==> config.mk <==
export PLATFORM = sky130hd
export DESIGN_NAME = usb_spi_target
export DESIGN_NICKNAME = d
export VERILOG_FILES = /design/src/rtl/usb_spi_target_pkg.sv /design/src/rtl/usb_spi_target_spi_pin_sync.sv /design/src/rtl/usb_spi_target.sv
export SDC_FILE = /design/constraint.sdc
export NUM_CORES = 1
export LEC_CHECK = 0
export ABC_CLOCK_PERIOD_IN_PS = 2550
export CAP_MARGIN = 30
export CORE_UTILIZATION = 30
export DETAILED_ROUTE_END_ITERATION = 16
export HOLD_SLACK_MARGIN = 0.08
export PLACE_DENSITY_LB_ADDON = 0.08
export SKIP_CTS_REPAIR_TIMING = 1
export SYNTH_ARGS = -nofsm -noshare
export SYNTH_HDL_FRONTEND = slang
export SYNTH_SLANG_ARGS = --single-unit
export TNS_END_PERCENT = 50
==> constraint.sdc <==
create_clock -name clk -period 2.55 [get_ports clk]
set_input_delay 0.51 -clock clk [delete_from_list [all_inputs] [get_ports clk]]
set_output_delay 0.51 -clock clk [all_outputs]
set_load 0.1 [all_outputs]
==> src/rtl/usb_spi_target_pkg.sv <==
// Shared opcodes and frame-decoder state encoding for the USB-to-SPI bridge target.
package usb_spi_target_pkg;

    localparam logic [7:0] OP_WRITE  = 8'h02;
    localparam logic [7:0] OP_READ   = 8'h03;
    localparam logic [7:0] OP_ID     = 8'h9F;
    localparam logic [7:0] OP_STATUS = 8'h05;

    localparam logic [7:0] IDLE_BYTE = 8'hFF;

    typedef enum logic [2:0] {
        ST_IDLE,
        ST_CMD,
        ST_ADDR,
        ST_RESP,
        ST_SINK,
        ST_DATA
    } spi_state_t;

endpackage

==> src/rtl/usb_spi_target_spi_pin_sync.sv <==
// Two-flop synchronizer for an idle-high SPI pin, with registered rise/fall pulses
// that appear 3 clk after the pin edge.
module spi_pin_sync (
    input  logic clk,
    input  logic reset,
    input  logic pin,
    output logic sync,
    output logic rise,
    output logic fall
);

    logic meta;
    logic sync_q;
    logic prev;

    always_ff @(posedge clk) begin
        if (reset) begin
            meta   <= 1'b1;
            sync_q <= 1'b1;
            prev   <= 1'b1;
            rise   <= 1'b0;
            fall   <= 1'b0;
        end else begin
            meta   <= pin;
            sync_q <= meta;
            prev   <= sync_q;
            rise   <= sync_q & ~prev;
            fall   <= ~sync_q & prev;
        end
    end

    assign sync = sync_q;

endmodule

==> src/rtl/usb_spi_target.sv <==
// Mode-3 SPI target servicing WRITE/READ/ID/STATUS frames against a 32x8 buffer
// that a local fabric port also reads and writes.
module usb_spi_target
    import usb_spi_target_pkg::*;
#(
    parameter logic [7:0] ID_BYTE = 8'hA5
) (
    input  logic       clk,
    input  logic       reset,
    input  logic       spi_clk,
    input  logic       spi_csn,
    input  logic       spi_mosi,
    output logic       spi_miso,
    output logic       spi_miso_oe,
    input  logic       loc_wr_en,
    input  logic [4:0] loc_addr,
    input  logic [7:0] loc_wr_data,
    output logic [7:0] loc_rd_data,
    output logic       cmd_done,
    output logic [7:0] last_cmd
);

    logic       sck_sync, sck_rise, sck_fall;
    logic       csn_sync, csn_rise, csn_fall;
    logic       mosi_meta, mosi_sync;
    spi_state_t state, state_next;
    logic [2:0] bit_cnt;
    logic [6:0] rx_shift;
    logic [7:0] rx_byte;
    logic [7:0] tx_shift;
    logic [7:0] tx_next;
    logic [4:0] addr;
    logic [4:0] addr_inc;
    logic [4:0] wr_count;
    logic       got_byte;
    logic       miso_q;
    logic       spi_we;
    logic       frame_live, bit_edge, shift_edge, byte_done;
    logic [7:0] mem [32];

    spi_pin_sync u_sck_sync (
        .clk   (clk),
        .reset (reset),
        .pin   (spi_clk),
        .sync  (sck_sync),
        .rise  (sck_rise),
        .fall  (sck_fall)
    );

    spi_pin_sync u_csn_sync (
        .clk   (clk),
        .reset (reset),
        .pin   (spi_csn),
        .sync  (csn_sync),
        .rise  (csn_rise),
        .fall  (csn_fall)
    );

    always_ff @(posedge clk) begin
        if (reset) begin
            mosi_meta <= 1'b1;
            mosi_sync <= 1'b1;
        end else begin
            mosi_meta <= spi_mosi;
            mosi_sync <= mosi_meta;
        end
    end

    // An edge pulse only counts if the synchronized level still agrees, so SCK
    // glitches narrower than a clk never shift a bit.
    assign frame_live = (state != ST_IDLE) && !csn_rise;
    assign bit_edge   = frame_live && sck_rise && sck_sync;
    assign shift_edge = frame_live && sck_fall && !sck_sync;
    assign byte_done  = bit_edge && (bit_cnt == 3'd7);
    assign rx_byte    = {rx_shift, mosi_sync};
    assign addr_inc   = addr + 5'd1;

    always_ff @(posedge clk) begin
        if (reset) state <= ST_IDLE;
        else       state <= state_next;
    end

    always_comb begin
        state_next = state;
        if (state != ST_IDLE && csn_rise) begin
            state_next = ST_IDLE;
        end else begin
            case (state)
                ST_IDLE: if (csn_fall) state_next = ST_CMD;
                ST_CMD: begin
                    if (byte_done) begin
                        case (rx_byte)
                            OP_WRITE, OP_READ: state_next = ST_ADDR;
                            OP_ID, OP_STATUS:  state_next = ST_RESP;
                            default:           state_next = ST_SINK;
                        endcase
                    end
                end
                ST_ADDR: if (byte_done) state_next = ST_DATA;
                default: state_next = state;
            endcase
        end
    end

    // Response byte loaded at the end of the current byte, shifted out on the next one.
    always_comb begin
        tx_next = IDLE_BYTE;
        spi_we  = 1'b0;
        case (state)
            ST_CMD: begin
                if (rx_byte == OP_ID)          tx_next = ID_BYTE;
                else if (rx_byte == OP_STATUS) tx_next = {3'b000, wr_count};
            end
            ST_ADDR: if (last_cmd == OP_READ) tx_next = mem[rx_byte[4:0]];
            ST_RESP: tx_next = (last_cmd == OP_ID) ? ID_BYTE : {3'b000, wr_count};
            ST_DATA: begin
                if (last_cmd == OP_READ)       tx_next = mem[addr_inc];
                else if (last_cmd == OP_WRITE) spi_we  = byte_done;
            end
            default: tx_next = IDLE_BYTE;
        endcase
    end

    always_ff @(posedge clk) begin
        if (reset) begin
            bit_cnt     <= 3'd0;
            rx_shift    <= 7'd0;
            tx_shift    <= IDLE_BYTE;
            miso_q      <= 1'b1;
            addr        <= 5'd0;
            wr_count    <= 5'd0;
            last_cmd    <= 8'h00;
            got_byte    <= 1'b0;
            loc_rd_data <= 8'h00;
        end else begin
            loc_rd_data <= mem[loc_addr];
            if (csn_fall || csn_rise) begin
                bit_cnt  <= 3'd0;
                got_byte <= 1'b0;
                tx_shift <= IDLE_BYTE;
                miso_q   <= 1'b1;
            end else begin
                if (bit_edge) begin
                    rx_shift <= rx_byte[6:0];
                    bit_cnt  <= bit_cnt + 3'd1;
                end
                if (byte_done) begin
                    got_byte <= 1'b1;
                    tx_shift <= tx_next;
                    case (state)
                        ST_CMD: begin
                            last_cmd <= rx_byte;
                            if (rx_byte == OP_WRITE) wr_count <= 5'd0;
                        end
                        ST_ADDR: addr <= rx_byte[4:0];
                        ST_DATA: begin
                            addr <= addr_inc;
                            if (last_cmd == OP_WRITE && wr_count != 5'd31)
                                wr_count <= wr_count + 5'd1;
                        end
                        default: addr <= addr;
                    endcase
                end
                if (shift_edge) begin
                    miso_q   <= tx_shift[7];
                    tx_shift <= {tx_shift[6:0], 1'b1};
                end
            end
        end
    end

    // SPI write port has priority; a coincident local write is dropped.
    always_ff @(posedge clk) begin
        if (spi_we)         mem[addr]     <= rx_byte;
        else if (loc_wr_en) mem[loc_addr] <= loc_wr_data;
    end

    assign spi_miso    = miso_q;
    assign spi_miso_oe = ~csn_sync;
    assign cmd_done    = csn_rise & got_byte;

endmodule

Yosys cells after proc, flatten, opt, wreduce, memory -nomap -nowiden:

Memories as Yosys holds them, arrays and structs flattened. A register that Yosys moved wholly into a read port is not among the register bits.
Cells that the tools add are included.

* input bits: 19
* bits in writable memories: 256
* word-level logic and storage cells: 110
* register bits after elaboration: 53
* output and inout port bits: 19
* memories kept: 1

* multiplexer cells: 28
* bitwise gates (word level): 10
* equality and inequality tests: 18
* reductions and logical operators: 28
* add/sub/neg operators: 3

Memory list
* mem: depth 32, bits a word 8, read ports 3, clocked after memory_dff 1, write ports 1, RTL line usb_spi_target.sv:39 `logic [7:0] mem [32];`

Operators with widths (number)
* $mux W8: 8
* $eq A8 B2 Y1 const B: 4
* $pmux W8 S4: 1
* $pmux W5 S2: 2
* $eq A8 B8 Y1 const B: 2
* $mux W5: 3
* $add A5 B1 Y5 const B: 2
* $mux W1: 9
* $mux W3: 3
* $pmux W3 S3: 1
* $eq A8 B3 Y1 const B: 1
* $logic_and A1 B1 Y1: 8
* $ne A2 B2 Y1 const B: 4
* $reduce_or A2 Y1: 4
* $reduce_or A8 Y1: 1
* $eq A3 B2 Y1 const B: 2
* $eq A3 B3 Y1 const B: 2
* $pmux W3 S2: 1
* $reduce_and A3 Y1: 2
* $reduce_bool A2 Y1: 3
* $reduce_bool A3 Y1: 2
* $and A1 B1 Y1: 5
* $ne A5 B5 Y1 const B: 1
* $not A1 Y1: 5
* other kinds (10): 11

Depth between registers and ports, before layout:

* word-level depth: 12
* gate-level depth with buffers: 11
* mapped depth without buffers: 8

By module:

A second synthesis with hierarchy kept.

* cells, all modules: 1114
* area, all modules: 17210.3 sq um

Modules (own cells, without submodules)
* usb_spi_target: instances 1, cells each 1094, seq. area each 8708.4 sq um, area each 16942.5 sq um
* spi_pin_sync: instances 2, cells each 10, seq. area each 100.1 sq um, area each 133.9 sq um

Worst setup path after synthesis:

Ideal clock, no wire load.

* path kind: flip-flop to flip-flop
* from: register last_cmd[1]
* to: memory mem[25][0], enable pin
* setup time: 0.370 ns
* required time: 2.180 ns
* arrival: 2.620 ns
* cell stages (with the launch flop): 7
* path slack: -0.440 ns
* buffers on the path: 1
* clock period less this slack: 2.990 ns
* path through: dfxtp_1 > nor3b_1 > nand4_2 > o21ai_4 > buf_6 > a41oi_2 > nor2_1

* cells in the longest elaborated chain, start to end: 8
* elaborated cells between the ends (all ways): 12
* classes of those cells: eq/ne: 2; mux: 9; reduce/logical: 1

RTL lines
* start: declaration: RTL line usb_spi_target.sv:20 `output logic [7:0] last_cmd`
* start signal: assignment: RTL line usb_spi_target.sv:152 `last_cmd <= rx_byte;`
* $eq A8 B2 Y1: RTL line usb_spi_target.sv:118 `else if (last_cmd == OP_WRITE) spi_we = byte_done;`
* $mux W1: RTL line usb_spi_target.sv:118
* $mux W1 *: RTL line usb_spi_target.sv:117 `if (last_cmd == OP_READ) tx_next = mem[addr_inc];`
* $mux W1 *: RTL line usb_spi_target.sv:109 `case (state)`
* $mux W1: RTL line usb_spi_target.sv:174 `if (spi_we) mem[addr] <= rx_byte;`
* $mux W1 (implied by the code): RTL line usb_spi_target.sv:175 `else if (loc_wr_en) mem[loc_addr] <= loc_wr_data;`
* $reduce_or A8 Y1 (no line)
* $mux W5 (no line) or $mux W1 (tied branches)
* end: declaration: RTL line usb_spi_target.sv:39

Mark *: on every way between the ends. The rest lies on a longest branch, timed or not.

Final worst setup path:

* from: register bit_cnt[1]
* to: memory mem[3][7], data pin

* cells in the longest elaborated chain, start to end: 9

RTL lines
* start: declaration: RTL line usb_spi_target.sv:27 `logic [2:0] bit_cnt;`
* start signal: assignment: RTL line usb_spi_target.sv:145 `bit_cnt <= bit_cnt + 3'd1;`
* $eq A3 B3 Y1: RTL line usb_spi_target.sv:74 `assign byte_done = bit_edge && (bit_cnt == 3'd7);`
* $logic_and A1 B1 Y1: RTL line usb_spi_target.sv:74
* $mux W1: RTL line usb_spi_target.sv:118
* $mux W1: RTL line usb_spi_target.sv:117
* $mux W1: RTL line usb_spi_target.sv:109
* $mux W1: RTL line usb_spi_target.sv:174
* $mux W1 (implied by the code): RTL line usb_spi_target.sv:175
* $reduce_or A8 Y1 (no line)
* $mux W8 (no line)

No other way between the ends.

==> impl_metrics.tcl <==
set metrics [dict create \
    cts_made_buffers 39 \
    detail-route-antenna-nets 0 \
    reg2reg_depth 11 \
    cp_cell_sequence "ha_4 -> ha_4 -> inv_2 -> or4_4 -> buf_6 -> o21ai_4 -> buf_4 -> clkbuf_16 -> buf_4 -> mux2_2 -> buf_12" \
    arrival_ns 2.90 \
    crit_path_start_kind "flip-flop" \
    post-route-min-period_ns 2.60 \
    grt_pass1_vias 11700 \
    fin_util 0.397 \
    htreeDepth 2 \
    synth.area.top_cells "edfxtp_1, mux4_2, dfxtp_1" \
    rsz0062_at_grt "true" \
    die_w_um 242 \
    fin_ws_ns -0.0540 \
    finalNetCount 1329 \
    worst_pin_slew_ns 0.702 \
    layout.cells.non_filler 2091 \
    timing.fmax_ghz 0.384 \
    drt_wl_total_mm 62.4 \
    hold_viol 0 \
    hold_start "u_csn_sync.prev" \
    fin_crit_sh 1.02 \
    fin_skew_ns 0.0134 \
    endpoint_kind "flip-flop" \
    synth_edf_count 256 \
    cap_violations 0 \
    rrSetupSlack_ns -0.05 \
    cts_tree "built" \
    p_leak_nw 7.72 \
    internal_power_mw 9.87 \
    via_per_inst 5.53 \
    pwr-share-seq 0.444 \
    drive_above_1_share 0.466 \
    place_congestion 0.839 \
    grt_pass1_wl_mm 87.7 \
    ir_drop_mv 0.397 \
    drtPass1Iterations 6 \
    postSynth.asyncResetShare 0 \
    fp.dieArea_um2 58500 \
    syn_avg_cell_area_um2 16.2 \
    antenna_found_initial 1 \
    core.rowCount 87 \
    dp_hpwl_mm 45.0 \
    drc_errors 0 \
    powerDensity_nw_per_um2 567 \
    overflow 0 \
    swShare 0.225 \
    synth_area_um2 17300 \
    violations "negative setup slack" \
    place_inst 1989 \
    synth.largest_area_cell "edfxtp_1" \
    synth-warning-count 0 \
    cp.required_ns 2.84 \
    synth_flop_cell "edfxtp_1" \
    wl_per_cell_um 29.8 \
    vias 11600 \
    slew_violations 0 \
    io_pins 38 \
    synth_top_cell_area_share 0.445 \
    worstSetupPathType "reg -> reg" \
    core_um2 56600 \
    synthCells 1065 \
    max_stage_delay_ns 0.43 \
    final_cell_mix "edfxtp_1, mux4_2, buf_4" \
    comb_power_share 0.078 \
    p_clk_frac 0.478 \
    reg2reg_to "mem[3][7]" \
    clock-sinks 317 \
    ys_seq_area_frac 0.516 \
    path_max_fanout 32 \
    start_util 0.305 \
    setup_viol 127 \
    grtUsageTotal 0.210 \
    cts_buffer_depth 3 \
    portBuffers 37 \
    hold_depth 1 \
    switchingPower_mw 2.87 \
    slew_headroom 0.527 \
    die-height_um 242 \
    diodes 0 \
    grt_max_degree 38 \
    syn2layout_area_growth_pct 30.1 \
    hold_path_class "reg -> reg" \
    syn_nets 1089 \
    insertion_delay_ns 0.57 \
    slowest_stage "or4_4" \
    outcome "finished with violations" \
    yosys.cell_types.count 78 \
    drt_iter0_drc 886 \
    worstReg2RegStart "bit_cnt[1]" \
    startpoint "bit_cnt[1]" \
    cts_root_buf "clkbuf_16" \
    cts.clk_slew.worst_paths_ns 0.06 \
    holdPathEnd "u_csn_sync.rise" \
    final_common_cell "edfxtp_1" \
    ys_ff_latch 317 \
]
[sequential cells by signal (all words and copies together) (netlist names), 5 cells and up]
register and flops:
tx_shift 8, rx_shift 7, mem 256, wr_count 5
addr 5, last_cmd 8, loc_rd_data 8
[routing by layer]
layer,share of wire,routed length (um),vias to the layer above,GRT usage
met1,0.44,27600,6103,0.290
li1,-,-,4944,-
met3,0.066,4110,86,0.0471
met4,0.026,1620,0,0.0739
met5,0,0,-,0
met2,0.46,29000,437,0.325
[worst max-delay path by stage]
stage	to	slack [ns]	depth (start not counted)
after floorplan	mem[17][0]	-0.12	9
after global placement	mem[12][3]	-0.49	9
after detailed placement	mem[12][3]	-0.58	9
after CTS	mem[12][3]	-0.63	9
after global routing	mem[11][3]	-0.13	12
final	mem[3][7]	-0.05	11
[metrics by stage]
stage	total power [mW]	instance area, um2	worst slack, ns	TNS (ns)	hold slack, ns
CTS	12.8	21600	-0.626	-168.52	0.416
global placement	6.70	20200	-0.487	-134.40	0.396
finish	12.7	22500	-0.0540	-3.38	0.413
detailed placement	6.69	20200	-0.583	-146.76	0.396
global route	13.1	22500	-0.126	-18.44	0.428
floorplan	6.28	17300	-0.123	-24.47	0.384
[cell type report]
cell class | count | area (um2)
Clock inverter | 24 | 325
Clock buffer | 47 | 1070
Timing Repair Buffer | 286 | 2980
Fill cell | 5249 | 34200
Tap cell | 756 | 946
Multi-Input combinational cell | 649 | 8150
Sequential cell | 317 | 8930
Inverter | 12 | 45.0
[synth_stat cells (6+ instances only)]
library cell	n
a211oi_1	9
a21oi_1	26
a22oi_1	15
a31oi_1	10
and2_1	7
and3_1	7
buf_2	38
buf_4	11
buf_6	8
clkbuf_1	22
dfxtp_1	61
edfxtp_1	256
inv_1	11
mux2_2	11
mux2i_1	84
mux4_1	15
mux4_2	187
nand2_1	26
nand3_1	15
nor2_1	88
nor2b_1	9
nor3_1	11
o211ai_1	8
o21ai_0	17
o22ai_1	6
or2_2	6
[power by group through the flow]
stage	registers [mW]	logic (mW)	clock network (mW)
2_1_floorplan	5.85	0.436	0
3_3_place_gp	5.77	0.924	0
3_5_place_dp	5.77	0.921	0
4_1_cts	5.66	0.925	6.21
5_1_grt	5.66	1.04	6.38
6_report	5.66	0.995	6.08
[critical path: cells and delay by family, from the launching register on]
kind	cells	cell delay [ns]
AO/OA/AOI/OAI	1	0.15
adder cells (fa/ha/maj)	2	0.27
buffers and inverters	6	0.78
flip-flops	1	0.35
multiplexers	1	0.35
AND/OR/NAND/NOR	1	0.43
[logic make-up after synthesis]
| group | Yosys count | share of synthesized area |
|---|---|---|
| AOI/OAI and AO/OA | 124 | 0.0539 |
| xor gates and xnor gates | 6 | 0.00348 |
| adders and majority gates | 5 | 0.00362 |
| buffers and inverters | 99 | 0.0330 |
| DFF | 317 | 0.516 |
| muxes | 297 | 0.323 |
| and+or+nand+nor | 217 | 0.0671 |
No activity file was read; power rests on OpenSTA's default activity.
==> patch 1 (same flow settings) <==
The output `loc_rd_data` loses its register stage (`loc_rd_data` becomes a continuous assignment).
--- a/src/rtl/usb_spi_target.sv
+++ b/src/rtl/usb_spi_target.sv
@@ -131,9 +131,7 @@
             wr_count    <= 5'd0;
             last_cmd    <= 8'h00;
             got_byte    <= 1'b0;
-            loc_rd_data <= 8'h00;
         end else begin
-            loc_rd_data <= mem[loc_addr];
             if (csn_fall || csn_rise) begin
                 bit_cnt  <= 3'd0;
                 got_byte <= 1'b0;
@@ -169,6 +167,8 @@
         end
     end
 
+    assign loc_rd_data = mem[loc_addr];
+
     // SPI write port has priority; a coincident local write is dropped.
     always_ff @(posedge clk) begin
         if (spi_we)         mem[addr]     <= rx_byte;
Check against the original RTL: not equivalent (a bounded check fails within 4 cycles, from zero or initial values and one cycle with reset high).
==> patch 1 against the unedited design <==
- the flow still finishes with violations (negative setup slack)
- area after synthesis decreased by 2.5%
- sequential cell count decreased by 8
- final cell count decreased by 1.6%
- power decreased by 6.8%
- combinational power decreased by 3.6%
- worst setup slack got worse by 420 ps
- sequential share of layout area increased by 0.37 points
- routed wire length decreased by 6.6%
- core utilization decreased by 0.15 points
- final area decreased by 2.7%
==> patch 1: results (changes against the unedited design) <==
Pwr
  – Peak supply drop: 388.2 µV (-2.2%)
  – Lkg Pwr: 0.007319 µW (-5.2%)

Worst setup path
  – Category of cells accounting for the largest share of critical-path delay: multiplexers
  – Signal arrival time at the worst endpoint: 2510 ps (-390 ps)
  – Delay of the slowest critical-path stage: 540 ps (+110 ps)
  – Worst Reg-to-Reg Cells: 8 (-3)
  – Max stage delay cell, worst path: sky130_fd_sc_hd__mux4_2

Timing
  – Max-Slew Margin vs Limit: 50.75% (-1.9 points)
  – Max Clock Skew: 24.62 ps (+11.26 ps)
  – PnR worst setup slack: -473.8 ps (-419.8 ps)
  – Number of setup violations in the final report: 13 (-90%)

Outcome
  – Violations in the final reports: negative setup slack
  – Result of the run: finished with violations

GRT
  – Global router's overall resource usage: 20.60% (-0.44 points)
  – First-pass GRT wire length: 83270 µm (-5.0%)
  – Pin count of the biggest net entering global routing: 33 (-13%)
  – Fraction of met1 tracks used by global routing: 26.25% (-2.8 points)
  – Routing usage on met3: 4.180% (-0.53 points)
  – Met2 track demand over resource: 35.06% (+2.6 points)

Layout
  – Final #Nets: 1304 (-1.9%)
  – Share of cells above drive strength 1: 46.49% (-0.10 points)

Detailed routing
  – Iteration-0 DRC count of the detailed router: 862 (-2.7%)
  – Detailed-route vias per instance: 5.478 (-1.0%)
  – Detailed Routing Iterations Pass 1: 5 (-1)
  – Total routed wirelength: 58270 µm (-6.6%)

Synth
  – Main area contributors after synthesis: sky130_fd_sc_hd__edfxtp_1, sky130_fd_sc_hd__mux4_2, sky130_fd_sc_hd__dfxtp_1
  – Syn Nets: 1092 (+0.28%)
  – Share of synthesized area occupied by flip-flops and latches: 52.00% (+0.38 points)
  – Unique cell type count in the Yosys netlist: 69 (-12%)

Clock tree
  – Clock buffer count from CTS: 38 (-2.6%)

Placed design
  – Detail Placement HPWL: 42330 µm (-5.9%)
==> patch 1: per-layer routing <==
metal  vias to the layer above  routed length (µm)
met2                       347               29430
met1                      5959               23960
met5                         -                   7
li1                       4867                   -
met3                        99                3211
met4                         2                1659
==> patch 1: cell type report <==
cell class / count / area share [%]
Inverter: 13 / 0.2233
Multi-Input combinational cell: 662 / 37.15
Sequential cell: 309 / 40.16
Timing Repair Buffer: 256 / 12.49
Tap cell: 748 / 4.282
Clock buffer: 52 / 5.072
Clock inverter: 18 / 0.6240
==> patch 1: cells by family (layout without fill, tap and decap cells) <==
| kind of cell | count (synthesis) | in the layout | share of synthesized area [%] |
|---|---|---|---|
| xor+xnor | 7 | 7 | 0.4090 |
| simple gates | 233 | 233 | 6.886 |
| flops | 309 | 309 | 52.00 |
| compound gates | 122 | 122 | 5.079 |
| mux | 295 | 295 | 32.42 |
| buf+inv | 97 | 339 | 2.833 |
| fa+ha+maj | 5 | 5 | 0.3718 |
==> patch 1: path summary, 6_finish.rpt <==
check,startpoint,end,slack [ps]
worst max-delay path,mem[15][1],loc_rd_data[1],-470
worst min-delay path,u_csn_sync.meta,u_csn_sync.sync,410
worst max register to register,addr[0],tx_shift[7],-120
worst min register to register,u_csn_sync.meta,u_csn_sync.sync,410
==> patch 1: power by group <==
group / internal (µW) / total (µW) / switching [µW]
clock: 3170 / 5410 / 2250
sequential: 5480 / 5500 / 17.8
combinational: 427 / 959 / 531
total: 9080 / 11900 / 2800
==> patch 1: stage by stage <==
| step | TNS [ps] | utilization (%) | total power [µW] | cells | cell area [µm²] |
|---|---|---|---|---|---|
| after floorplan | -622.5 | - | 6180 | 1068 | 17060 |
| after global placement | -77170 | 35.66 | 6544 | 1954 | 19720 |
| after detailed placement | -61480 | 35.72 | 6544 | 1958 | 19750 |
| after CTS | -66920 | 37.97 | 12010 | 2028 | 21000 |
| after global routing | -5766 | 39.52 | 12240 | 2058 | 21860 |
| final | -4035 | 39.52 | 11870 | 2058 | 21860 |
==> patch 2 (same settings) <==
Made on the original files. Make the reset (`reset`) asynchronous in 4 clocked blocks.
--- a/src/rtl/usb_spi_target_spi_pin_sync.sv
+++ b/src/rtl/usb_spi_target_spi_pin_sync.sv
@@ -13,7 +13,7 @@
     logic sync_q;
     logic prev;
 
-    always_ff @(posedge clk) begin
+    always_ff @(posedge clk or posedge reset) begin
         if (reset) begin
             meta   <= 1'b1;
             sync_q <= 1'b1;
--- a/src/rtl/usb_spi_target.sv
+++ b/src/rtl/usb_spi_target.sv
@@ -56,7 +56,7 @@
         .fall  (csn_fall)
     );
 
-    always_ff @(posedge clk) begin
+    always_ff @(posedge clk or posedge reset) begin
         if (reset) begin
             mosi_meta <= 1'b1;
             mosi_sync <= 1'b1;
@@ -75,7 +75,7 @@
     assign rx_byte    = {rx_shift, mosi_sync};
     assign addr_inc   = addr + 5'd1;
 
-    always_ff @(posedge clk) begin
+    always_ff @(posedge clk or posedge reset) begin
         if (reset) state <= ST_IDLE;
         else       state <= state_next;
     end
@@ -121,7 +121,7 @@
         endcase
     end
 
-    always_ff @(posedge clk) begin
+    always_ff @(posedge clk or posedge reset) begin
         if (reset) begin
             bit_cnt     <= 3'd0;
             rx_shift    <= 7'd0;
Behaviour: not the same (Yosys sat finds a counterexample within 4 cycles, from zero or initial values and one cycle with reset high; the reset may be asserted at any time).
==> patch 2 against the unedited design <==
- the flow still finishes with violations (negative setup slack)
- final area down 0.10%
- non-clock buffer count down 22
- routed wire length up 0.86%
- core utilization about the same
- area after synthesis down 0.46%
- clock skew up 11 ps
- worst setup slack worse by 170 ps
- sequential cell count unchanged
- fmax down 6.0%
Power is not compared: it rests on default switching activity, and its combinational part moved more than twofold at a synthesized area within 25%.
==> patch 2: results (changes against the unedited design) <==
Outcome
  – Result of the run: finished with violations
  – Violations in the final reports: negative setup slack

Placed design
  – Inst Count DP: 1946 (-2.2%)
  – Post-detailed-placement cell area: 0.02026 mm² (+0.40%)
  – Pre-CTS setup slack: -525.4 ps (+57.13 ps)
  – Placer Congestion: 0.8892 (+6.0%)
  – Detail Placement HPWL: 45150 µm (+0.35%)

Clock tree
  – Clock buffer count from CTS: 40 (+2.6%)

Layout
  – Area occupied by multi-input gates: 0.008053 mm² (-1.2%)
  – Final core area utilization: 39.70% (about the same)
  – Antenna cell count: 1 (+1)
  – Filler Cells Inserted: 5122 (-2.4%)
  – Finished Layout Cells: 2044 (-2.2%)
  – Non-Clock Buffer Count: 264 (-7.7%)
  – Seq. cell area: 0.009258 mm² (+3.6%)
  – Multi-Input Combinational: 622 (-4.2%)
  – Number of clock buffers in the layout: 45 (-4.3%)
  – Area Overhead vs Synth: 30.57%

Detailed routing
  – DR WL met2: 29380 µm (+1.4%)
  – Iteration-0 DRC count of the detailed router: 1099 (+24%)
  – Detailed-routing wirelength on met1: 27690 µm (+0.15%)
  – Detailed Routing Iterations Pass 1: 5 (-1)
  – Total routed wirelength: 62900 µm (+0.86%)

Synth
  – Post-synthesis async set-or-reset flop share: 19.24% (+19 points)
  – Mux cell area share after synthesis: 31.73% (-0.54 points)
  – Synth Area in Compound Gates: 5.208% (-0.19 points)
  – Xor and xnor area share after synthesis: 0.2986% (-0.049 points)
  – Share of synthesized area occupied by flip-flops and latches: 53.76% (+2.1 points)
  – Synth Instances: 1037 (-2.6%)
  – Adder-cell area share of the yosys netlist: 0.3642% (+0.0017 points)

Worst setup path
  – Delay of the slowest critical-path stage: 530 ps (+100 ps)

Timing
  – Max Clock Skew: 24.55 ps (+11.19 ps)
  – Max-Slew Margin vs Limit: 32.11% (-21 points)
  – Number of setup violations in the final report: 7 (-94%)
  – PnR worst setup slack: -220.6 ps (-166.6 ps)

GRT
  – Routing usage on met3: 3.373% (-1.3 points)
  – Fraction of met1 tracks used by global routing: 30.89% (+1.8 points)
  – First-pass GRT wire length: 89000 µm (+1.5%)
  – Met2 track demand over resource: 34.47% (+2.0 points)
==> patch 2: cell families (layout without fill, tap and decap cells) <==
| group | Yosys count | after routing |
|---|---|---|
| muxes | 274 | 274 |
| DFF | 317 | 317 |
| and+or+nand+nor | 212 | 212 |
| adders and majority gates | 5 | 5 |
| AOI/OAI and AO/OA | 126 | 126 |
| buffers and inverters | 98 | 348 |
| other | 0 | 1 |
| xor gates and xnor gates | 5 | 5 |
==> patch 2: worst paths after layout <==
path / startpoint / to / slack [ps] / cells past startpoint
worst min register to register: u_csn_sync.meta / u_csn_sync.sync / 350 / 0
worst min-delay path: reset / u_csn_sync.fall / 320 / 3
min in group clk: spi_mosi / mosi_meta / 340 / 1
worst max-delay path: addr[0] / tx_shift[6] / -220 / 7
worst max register to register: addr[0] / tx_shift[6] / -220 / 7
max in group asynchronous: reset / addr[0] / 1820 / 3
